<file path="config.mk">
export PLATFORM = sky130hd
export DESIGN_NAME = prog_chain_loader
export DESIGN_NICKNAME = d
export VERILOG_FILES = /design/src/rtl/prog_chain_loader.sv
export SDC_FILE = /design/constraint.sdc
export NUM_CORES = 1
export LEC_CHECK = 0
export CORE_AREA = 2 2 64 66
export CTS_BUF_LIST = sky130_fd_sc_hd__clkbuf_16
export DETAILED_ROUTE_END_ITERATION = 10
export DIE_AREA = 0 0 66 68
export GPL_TIMING_DRIVEN = 0
export SLEW_MARGIN = 10
export SYNTH_ARGS = -nofsm -noshare
export SYNTH_HDL_FRONTEND = slang
export SYNTH_SLANG_ARGS = --single-unit
export TNS_END_PERCENT = 50
</file>
<file path="constraint.sdc">
create_clock -name clk -period 1.57 [get_ports clk]
set_input_delay 0.157 -clock clk [delete_from_list [all_inputs] [get_ports clk]]
set_output_delay 0.157 -clock clk [all_outputs]
set_load 0.1 [all_outputs]
</file>
<file path="src/rtl/prog_chain_loader.sv">
`default_nettype none
// ============================================================================
// Module   : prog_chain_loader
// Function : Byte-stream to serial configuration-chain loader driving
//            prog_in / prog_clk / prog_en, one prog_clk rise per chain bit.
// Options  : PROG_READBACK_EN adds rd_data / rd_valid tail-bit readback.
// Revision : 1.0 - initial release
// ============================================================================
module prog_chain_loader #(
  parameter int CHAIN_LEN = 24,
  parameter int DIV       = 2
) (
  input  logic       clk,
  input  logic       rst_n,
  input  logic       start,
  input  logic       abort,
  input  logic [7:0] cfg_data,
  input  logic       cfg_valid,
  output logic       cfg_ready,
  output logic       prog_in,
  output logic       prog_clk,
  output logic       prog_en,
  input  logic       prog_out,
  output logic       busy,
  output logic       done,
  output logic       err
`ifdef PROG_READBACK_EN
  ,
  output logic [7:0] rd_data,
  output logic       rd_valid
`endif
);

  localparam int CNT_W = $clog2(CHAIN_LEN + 1);
  localparam int DIV_W = $clog2(DIV + 1);

  localparam logic [CNT_W-1:0] C_CHAIN_LEN = CNT_W'(CHAIN_LEN);
  localparam logic [CNT_W-1:0] C_LAST_BIT  = CNT_W'(1);
  localparam logic [DIV_W-1:0] C_DIV_LAST  = DIV_W'(DIV - 1);

  localparam logic [2:0] S_IDLE   = 3'd0;
  localparam logic [2:0] S_FETCH  = 3'd1;
  localparam logic [2:0] S_LO     = 3'd2;
  localparam logic [2:0] S_HI     = 3'd3;
  localparam logic [2:0] S_FINISH = 3'd4;

  logic [2:0]       r_state;
  logic [2:0]       w_next;
  logic [CNT_W-1:0] r_cnt;
  logic [DIV_W-1:0] r_div;
  logic [7:0]       r_byte;
  logic [2:0]       r_idx;
  logic [2:0]       w_idx_inc;
  logic             w_abort;
  logic             w_hs;
  logic             w_phase_end;
  logic             w_hi_exit;
  logic             w_last_bit;
  logic             w_busy_next;

  assign w_abort     = abort && (r_state != S_IDLE);
  assign w_hs        = (r_state == S_FETCH) && cfg_valid && !abort;
  assign w_phase_end = (r_div == C_DIV_LAST);
  assign w_hi_exit   = (r_state == S_HI) && w_phase_end && !abort;
  assign w_last_bit  = (r_cnt == C_LAST_BIT);
  assign w_idx_inc   = r_idx + 3'd1;
  assign w_busy_next = (w_next == S_FETCH) || (w_next == S_LO) || (w_next == S_HI);

  always_comb begin
    w_next = r_state;
    case (r_state)
      S_IDLE:   if (start) w_next = S_FETCH;
      S_FETCH:  if (cfg_valid) w_next = S_LO;
      S_LO:     if (w_phase_end) w_next = S_HI;
      S_HI: begin
        if (w_phase_end) begin
          if (w_last_bit)         w_next = S_FINISH;
          else if (r_idx == 3'd7) w_next = S_FETCH;
          else                    w_next = S_LO;
        end
      end
      S_FINISH: w_next = S_IDLE;
      default:  w_next = S_IDLE;
    endcase
    if (w_abort) w_next = S_IDLE;
  end

  // Outputs are registered decodes of the next state so prog_clk is glitch-free.
  always_ff @(posedge clk or negedge rst_n) begin
    if (!rst_n) begin
      r_state   <= S_IDLE;
      r_cnt     <= '0;
      r_div     <= '0;
      r_byte    <= '0;
      r_idx     <= '0;
      prog_in   <= 1'b0;
      prog_clk  <= 1'b0;
      prog_en   <= 1'b0;
      cfg_ready <= 1'b0;
      busy      <= 1'b0;
      done      <= 1'b0;
      err       <= 1'b0;
    end else begin
      r_state   <= w_next;
      prog_clk  <= (w_next == S_HI);
      prog_en   <= w_busy_next;
      busy      <= w_busy_next;
      cfg_ready <= (w_next == S_FETCH);
      done      <= (w_next == S_FINISH);
      err       <= w_abort;

      if (w_next != r_state)
        r_div <= '0;
      else if ((r_state == S_LO) || (r_state == S_HI))
        r_div <= r_div + 1'b1;

      if ((r_state == S_IDLE) && start)
        r_cnt <= C_CHAIN_LEN;
      else if (w_hi_exit)
        r_cnt <= r_cnt - 1'b1;

      // prog_in only moves on entry to LO, never while prog_clk is high.
      if (w_hs) begin
        r_byte  <= cfg_data;
        r_idx   <= 3'd0;
        prog_in <= cfg_data[0];
      end else if (w_hi_exit && !w_last_bit && (r_idx != 3'd7)) begin
        r_idx   <= w_idx_inc;
        prog_in <= r_byte[w_idx_inc];
      end
    end
  end

`ifdef PROG_READBACK_EN
  logic [7:0] r_rd_shift;
  logic [2:0] r_rd_cnt;
  logic       w_sample;

  // Tail bit is sampled in the last LO cycle, just before the chain shifts.
  assign w_sample = (r_state == S_LO) && w_phase_end && !abort;

  always_ff @(posedge clk or negedge rst_n) begin
    if (!rst_n) begin
      r_rd_shift <= '0;
      r_rd_cnt   <= '0;
      rd_data    <= '0;
      rd_valid   <= 1'b0;
    end else begin
      rd_valid <= 1'b0;
      if (w_abort) begin
        r_rd_shift <= '0;
        r_rd_cnt   <= '0;
      end else if (w_sample) begin
        if (r_rd_cnt == 3'd7) begin
          rd_data    <= {prog_out, r_rd_shift[6:0]};
          rd_valid   <= 1'b1;
          r_rd_shift <= '0;
          r_rd_cnt   <= '0;
        end else begin
          r_rd_shift[r_rd_cnt] <= prog_out;
          r_rd_cnt             <= r_rd_cnt + 3'd1;
        end
      end else if (w_hi_exit && w_last_bit && (r_rd_cnt != 3'd0)) begin
        rd_data    <= r_rd_shift;
        rd_valid   <= 1'b1;
        r_rd_shift <= '0;
        r_rd_cnt   <= '0;
      end
    end
  end
`else
  logic w_prog_out_unused;
  assign w_prog_out_unused = prog_out;
`endif

endmodule
`default_nettype wire

</file>
* Word level (Yosys, flattened, before mapping)
Cells that the tools add are included. Widths: inputs -> output; s select.
Cells by class: multipliers 0, divide/modulo/power cells 0, reduce and logical (&&, ||, !) cells 18, order comparisons 1, $add $sub $neg 3, eq/ne operators 12, shifts and indexed selects 0, bitwise gates (word level) 0, mux-type cells 18
Operators by type and width (count):
- $mux 3 | 8
- $eq 3x2->1 const B | 4
- $pmux 3 s4 | 1
- $mux 5 | 2
- $logic_and 1x1->1 | 8
- $eq 3x1->1 const B | 2
- $eq 3x3->1 const B | 2
- $mux 2 | 3
- $reduce_bool 2->1 | 3
- $eq 5x1->1 const B | 1
- $sub 5x1->5 const B | 1
- $lt 3x4->1 const B | 1
- $add 3x1->3 const B | 1
- $bmux 1 s3 | 1
- $logic_not 3->1 | 1
- $logic_or 1x1->1 | 3
- $mux 1 | 3
- $ne 3x3->1 | 1
- $ne 3x3->1 const B | 1
- $reduce_bool 3->1 | 1
- $add 2x1->2 const B | 1
- $eq 2x1->1 const B | 1
- $logic_not 1->1 | 2
Storage, ports and cells: output and inout bits 7, bits in latches 0, memory bits (read-only) 0, register bits after elaboration 27, memories kept 0, word-level logic and storage cells 63, memory bits (writable) 0

* Depth between registers and ports, before layout
depth in word-level cells 9, mapped depth 6

* Worst setup path before layout
No wires, ideal clock.
path type flip-flop to flip-flop, start register r_idx[0], end register prog_in, arrival time 1.539 ns, setup time 0.137 ns, path buffers 0, setup slack -0.106 ns, stages on the path, launching flop included 6, period minus slack after synthesis 1.676 ns, path through dfrtp_1 ha_1 ha_1 nor4_4 mux2i_1 o21ai_1
Between the ends: longest elaborated chain between the ends 5, elaborated cells on any way between the ends 8
RTL lines:
- start: declaration | RTL line 52 | logic [2:0] r_idx;
- start signal: assignment | RTL line 128 | r_idx <= w_idx_inc;
- $add 3x1->3 | RTL line 66 | assign w_idx_inc = r_idx + 3'd1;
- $bmux 1 s3 | RTL line 129 | prog_in <= r_byte[w_idx_inc];
- $mux 1 (implied by the code) | RTL line 129
- $mux 1 | RTL line 127 | end else if (w_hi_exit && !w_last_bit && (r_idx != 3'd7)) begin
- $mux 1 | RTL line 123 | if (w_hs) begin
- end signal: assignment | RTL line 126 | prog_in <= cfg_data[0];
- end signal: assignment | RTL line 129
- end: declaration | RTL line 20 | output logic prog_in,
Parallel ways exist; a longest one is shown, timed or not. The select of a mux whose other input is x is not followed. A chain may end at the register's enable or synchronous reset.

* Final worst setup path
Same ends and word-level chain as after synthesis.

==> summary by stage <==
Synthesis
Counting flops and latches in the post-synthesis netlist gives 27. Counting flops with an async set or reset pin after synthesis yields a share of 100%. The main flop type after synthesis is sky130_fd_sc_hd__dfrtp_1. The portion of synthesized cell area occupied by the leading cell type is 46.5%.

The post-synth design cell area is 1450 µm². Summed over all instances, the cell type with the most area after synthesis is sky130_fd_sc_hd__dfrtp_1. Counting every instance in the synthesized netlist gives 137.

The mean post-synth cell area is 10.6 µm². During synthesis, Yosys emitted a total of 0 warnings. After synthesis, the cell types taking the most area are sky130_fd_sc_hd__dfrtp_1, sky130_fd_sc_hd__nand2_1, sky130_fd_sc_hd__ha_1. Synthesis produced a netlist with a net count of 156.

The synthesized design contains 0 enable-type register cells. The number of distinct library cells after synthesis is 41. After synthesis, flip-flops and latches occupy 46.5% of the total area.

Global routing
The first global-routing pass estimated 5.09 mm of wire. For this run, global-route usage on met2 was measured as 27.0%. The most heavily used metal layer in global routing is met2.

The initial antenna violation count is 0. The met3 layer usage reported by global route is 2.63%. The total global routing overflow is 0. For this run, the total global-route usage over all layers was measured as 15.2%. The met1 usage is 19.1%. The number of global-route vias before repair is 1,046. The maximum number of pins on one net before global-route repair is 28.

Timing
Static timing analysis puts the maximum clock frequency at 0.601 GHz. The count of final setup violators is 8. At the pin with the least slew margin, the transition time is 0.608 ns. Final hold analysis gives a worst-case slack of 0.417 ns. The number of pins with negative max-slew slack in the final report is 0. The number of hold-slack violations in the final timing report is 0. Setup repair after global routing could not meet its margin everywhere. The part of the cycle the worst path needs is 106%. The worst pin sits at a relative slew slack of 59.5%. Across all setup checks in the final design, the least slack found is -0.0952 ns.

The worst setup skew after layout is 0.00344 ns. After layout, the minimum clock period comes to 1.67 ns.

Clock network
The clock tree from TritonCTS is built. The number of H-tree branching levels is 1. For the worst-skew pair, the clock arrives at the later sink with an insertion delay of 0.26 ns. The root buffer cell is sky130_fd_sc_hd__clkbuf_16. The clock-pin transition on the worst setup and hold timing paths is 0.07 ns.

The clock buffer count from CTS is 3. The clock drives 27 sinks. The maximum number of buffers from clock root to sink is 2.

Finish
In the layout the commonest cells are sky130_fd_sc_hd__nand2_1, sky130_fd_sc_hd__dfrtp_1, sky130_fd_sc_hd__clkdlybuf4s50_1, sky130_fd_sc_hd__buf_4. The post-route netlist has 28.5% of its cells at a drive strength greater than 1. The post-synthesis to final-layout area growth is 31.4%. The antenna diode count is 0. Counting the fill cells in the layout gives 355. The commonest non-fill, non-tap cell in the layout is sky130_fd_sc_hd__nand2_1. In the final design database the tool counted 185 nets.

Floorplanning
Once the floorplan was initialized, standard cells occupied 37.7% of the core. The floorplan step set the die height to 68 µm. The area of the die is 4490 µm². The area of the core region is 3860 µm². Measured along the x axis, the die boundary spans 66 µm. The floorplan row count is 23.

The number of placed I/O pins is 21.

Pwr
The power density over the cells is 1780 nW/µm². The switching component of the power is 0.00149 W. Per report_power, the sequential group accounts for 32.8% of the total. IR analysis of the VDD net gives a maximum drop of 0.000801 V. The internal power of the cells is 0.00191 W. The overall power is 0.00340 W. The fraction of power consumed by combinational cells is 50.0%. The clock network burns 17.2% of the power. The static leakage power is 0.788 nW. The switching power as a share of total power is 43.8%.

Critical path
The signal on the critical path passes through ha_4, mux4_2, mux2_4, mux2i_1, o21ai_1. Along the worst path, the maximum fanout reaches 5. The total buffers and inverters traversed by the critical path is 0. The required time of the critical path is 1.70 ns. The critical path endpoint category is a register. At the worst endpoint, the arrival time is 1.79 ns. The slowest stage of the critical path belongs to the cell sky130_fd_sc_hd__dfrtp_2. The worst setup path is launched from a register. In this design, the stage delay of the slowest critical-path cell is 0.46 ns.

The start-to-end type of the worst setup path is reg -> reg. The cell family contributing the most delay on the critical path is multiplexers.

Hold path
The type of the worst min-delay path is in -> reg.

Drt
The violation count after the first detailed-route iteration is 29. Wires add up to 3.01 mm. Dividing the detail-routed via count by the number of cells gives 5.00. In the final routed layout, each cell accounts on average for 14.0 µm.

The number of optimization iterations in the first detailed-route pass is 4. The total DRC errors in the routed layout is 0. The number of antenna-violating nets in the routed design is 0. The via count of the routed design is 1,074.

Status
The run finished, with violations left. The final reports fail on setup timing.

Placement
The detailed placement HPWL is 1.99 mm. The routability-driven placement congestion ratio is 0.761. The number of input and output port buffers inserted is 19. The pre-CTS setup slack is -0.219 ns.

Job
The total of max-cap violations is 0.
through the flow:
step / TNS, ns / cells / util [%] / cell area, µm²
6_report: -0.402 / 215 / 49.5 / 1910
5_1_grt: -1.48 / 215 / 49.5 / 1910
4_1_cts: -0.406 / 214 / 49.2 / 1900
3_5_place_dp: -5.06 / 206 / 44.9 / 1730
3_3_place_gp: -3.80 / 206 / 44.9 / 1730
2_1_floorplan: -0.0105 / 137 / - / 1480
cell type report:
cell class | count | area, µm² | share of cell area (%)
flip-flops and latches | 27 | 677 | 35.5
well taps | 50 | 62.6 | 3.28
multi-input cells | 100 | 830 | 43.4
plain buffers | 6 | 37.5 | 1.97
repair buffers | 24 | 205 | 10.7
inverters | 4 | 15.0 | 0.786
clock buffers | 3 | 75.1 | 3.93
clock inverters | 1 | 7.51 | 0.393
power by group through the flow:
stage	sequential [W]	clock (W)	combinational [W]
2_1_floorplan	0.00145	0	0.000921
3_3_place_gp	0.00110	0	0.00160
3_5_place_dp	0.00111	0	0.00162
4_1_cts	0.00111	0.000609	0.00171
5_1_grt	0.00115	0.000634	0.00184
6_report	0.00111	0.000585	0.00170
state kept, by name, indices dropped and copies added (netlist names):
signal     cells
r_byte         8
r_cnt          5
r_idx          3
r_state        3
r_div          2
busy           1
cfg_ready      1
done           1
err            1
prog_clk       1
prog_in        1
tightest hold or removal path: cells and delay by family:
| kind | cells | cell delay, ns |
|---|---|---|
| simple gates | 2 | 0.09 |
| buf+inv | 1 | 0.39 |
synthesized netlist by cell type, types with 2 or more instances:
master	number
sky130_fd_sc_hd__nand2_1	35
sky130_fd_sc_hd__o21ai_0	5
sky130_fd_sc_hd__nor4_4	2
sky130_fd_sc_hd__buf_2	3
sky130_fd_sc_hd__inv_1	4
sky130_fd_sc_hd__nand3_1	4
sky130_fd_sc_hd__dfrtp_1	27
sky130_fd_sc_hd__nor2_1	5
sky130_fd_sc_hd__o31a_1	2
sky130_fd_sc_hd__o21ai_1	2
sky130_fd_sc_hd__mux4_2	2
sky130_fd_sc_hd__mux2i_1	5
sky130_fd_sc_hd__nor3_1	2
sky130_fd_sc_hd__buf_4	3
sky130_fd_sc_hd__xnor2_1	4
sky130_fd_sc_hd__ha_1	5
sky130_fd_sc_hd__nor2b_1	3
per-layer routing:
layer	wire [µm]	share of wire, %
met4	19	0.63
met3	80	2.7
met5	0	0
met1	1400	47
met2	1510	50
what timing repair did:
action,4_1_cts,5_1_grt
setup buffers,4,0
endpoints found under the setup margin,22,28
pin swaps,5,4
hold buffers,0,1
resized for setup,27,9
endpoints found under the hold margin,0,27
cells by family after synthesis:
logic type | after synthesis | synth area share [%]
mux | 8 | 7.32
xor+xnor | 5 | 3.01
simple gates | 65 | 26.5
buf+inv | 10 | 3.62
flops | 27 | 46.5
compound gates | 17 | 8.70
fa+ha+maj | 5 | 4.31
final timing paths:
path / cells after the start / start / end / slack, ns
setup / recovery: 5 / r_idx[0]$_DFFE_PN0P_ / prog_in$_DFFE_PN0P_ / -0.1
hold / removal: 3 / cfg_data[7] / r_byte[7]$_DFFE_PN0P_ / 0.42
setup reg to reg: 5 / r_idx[0]$_DFFE_PN0P_ / prog_in$_DFFE_PN0P_ / -0.1
hold reg to reg: 2 / r_byte[2]$_DFFE_PN0P_ / r_byte[2]$_DFFE_PN0P_ / 0.48
max in group asynchronous: 2 / rst_n / r_idx[0]$_DFFE_PN0P_ / 0.70
min in group asynchronous: 2 / rst_n / prog_clk$_DFF_PN0_ / 0.44
(Power assumes the default switching activity.)
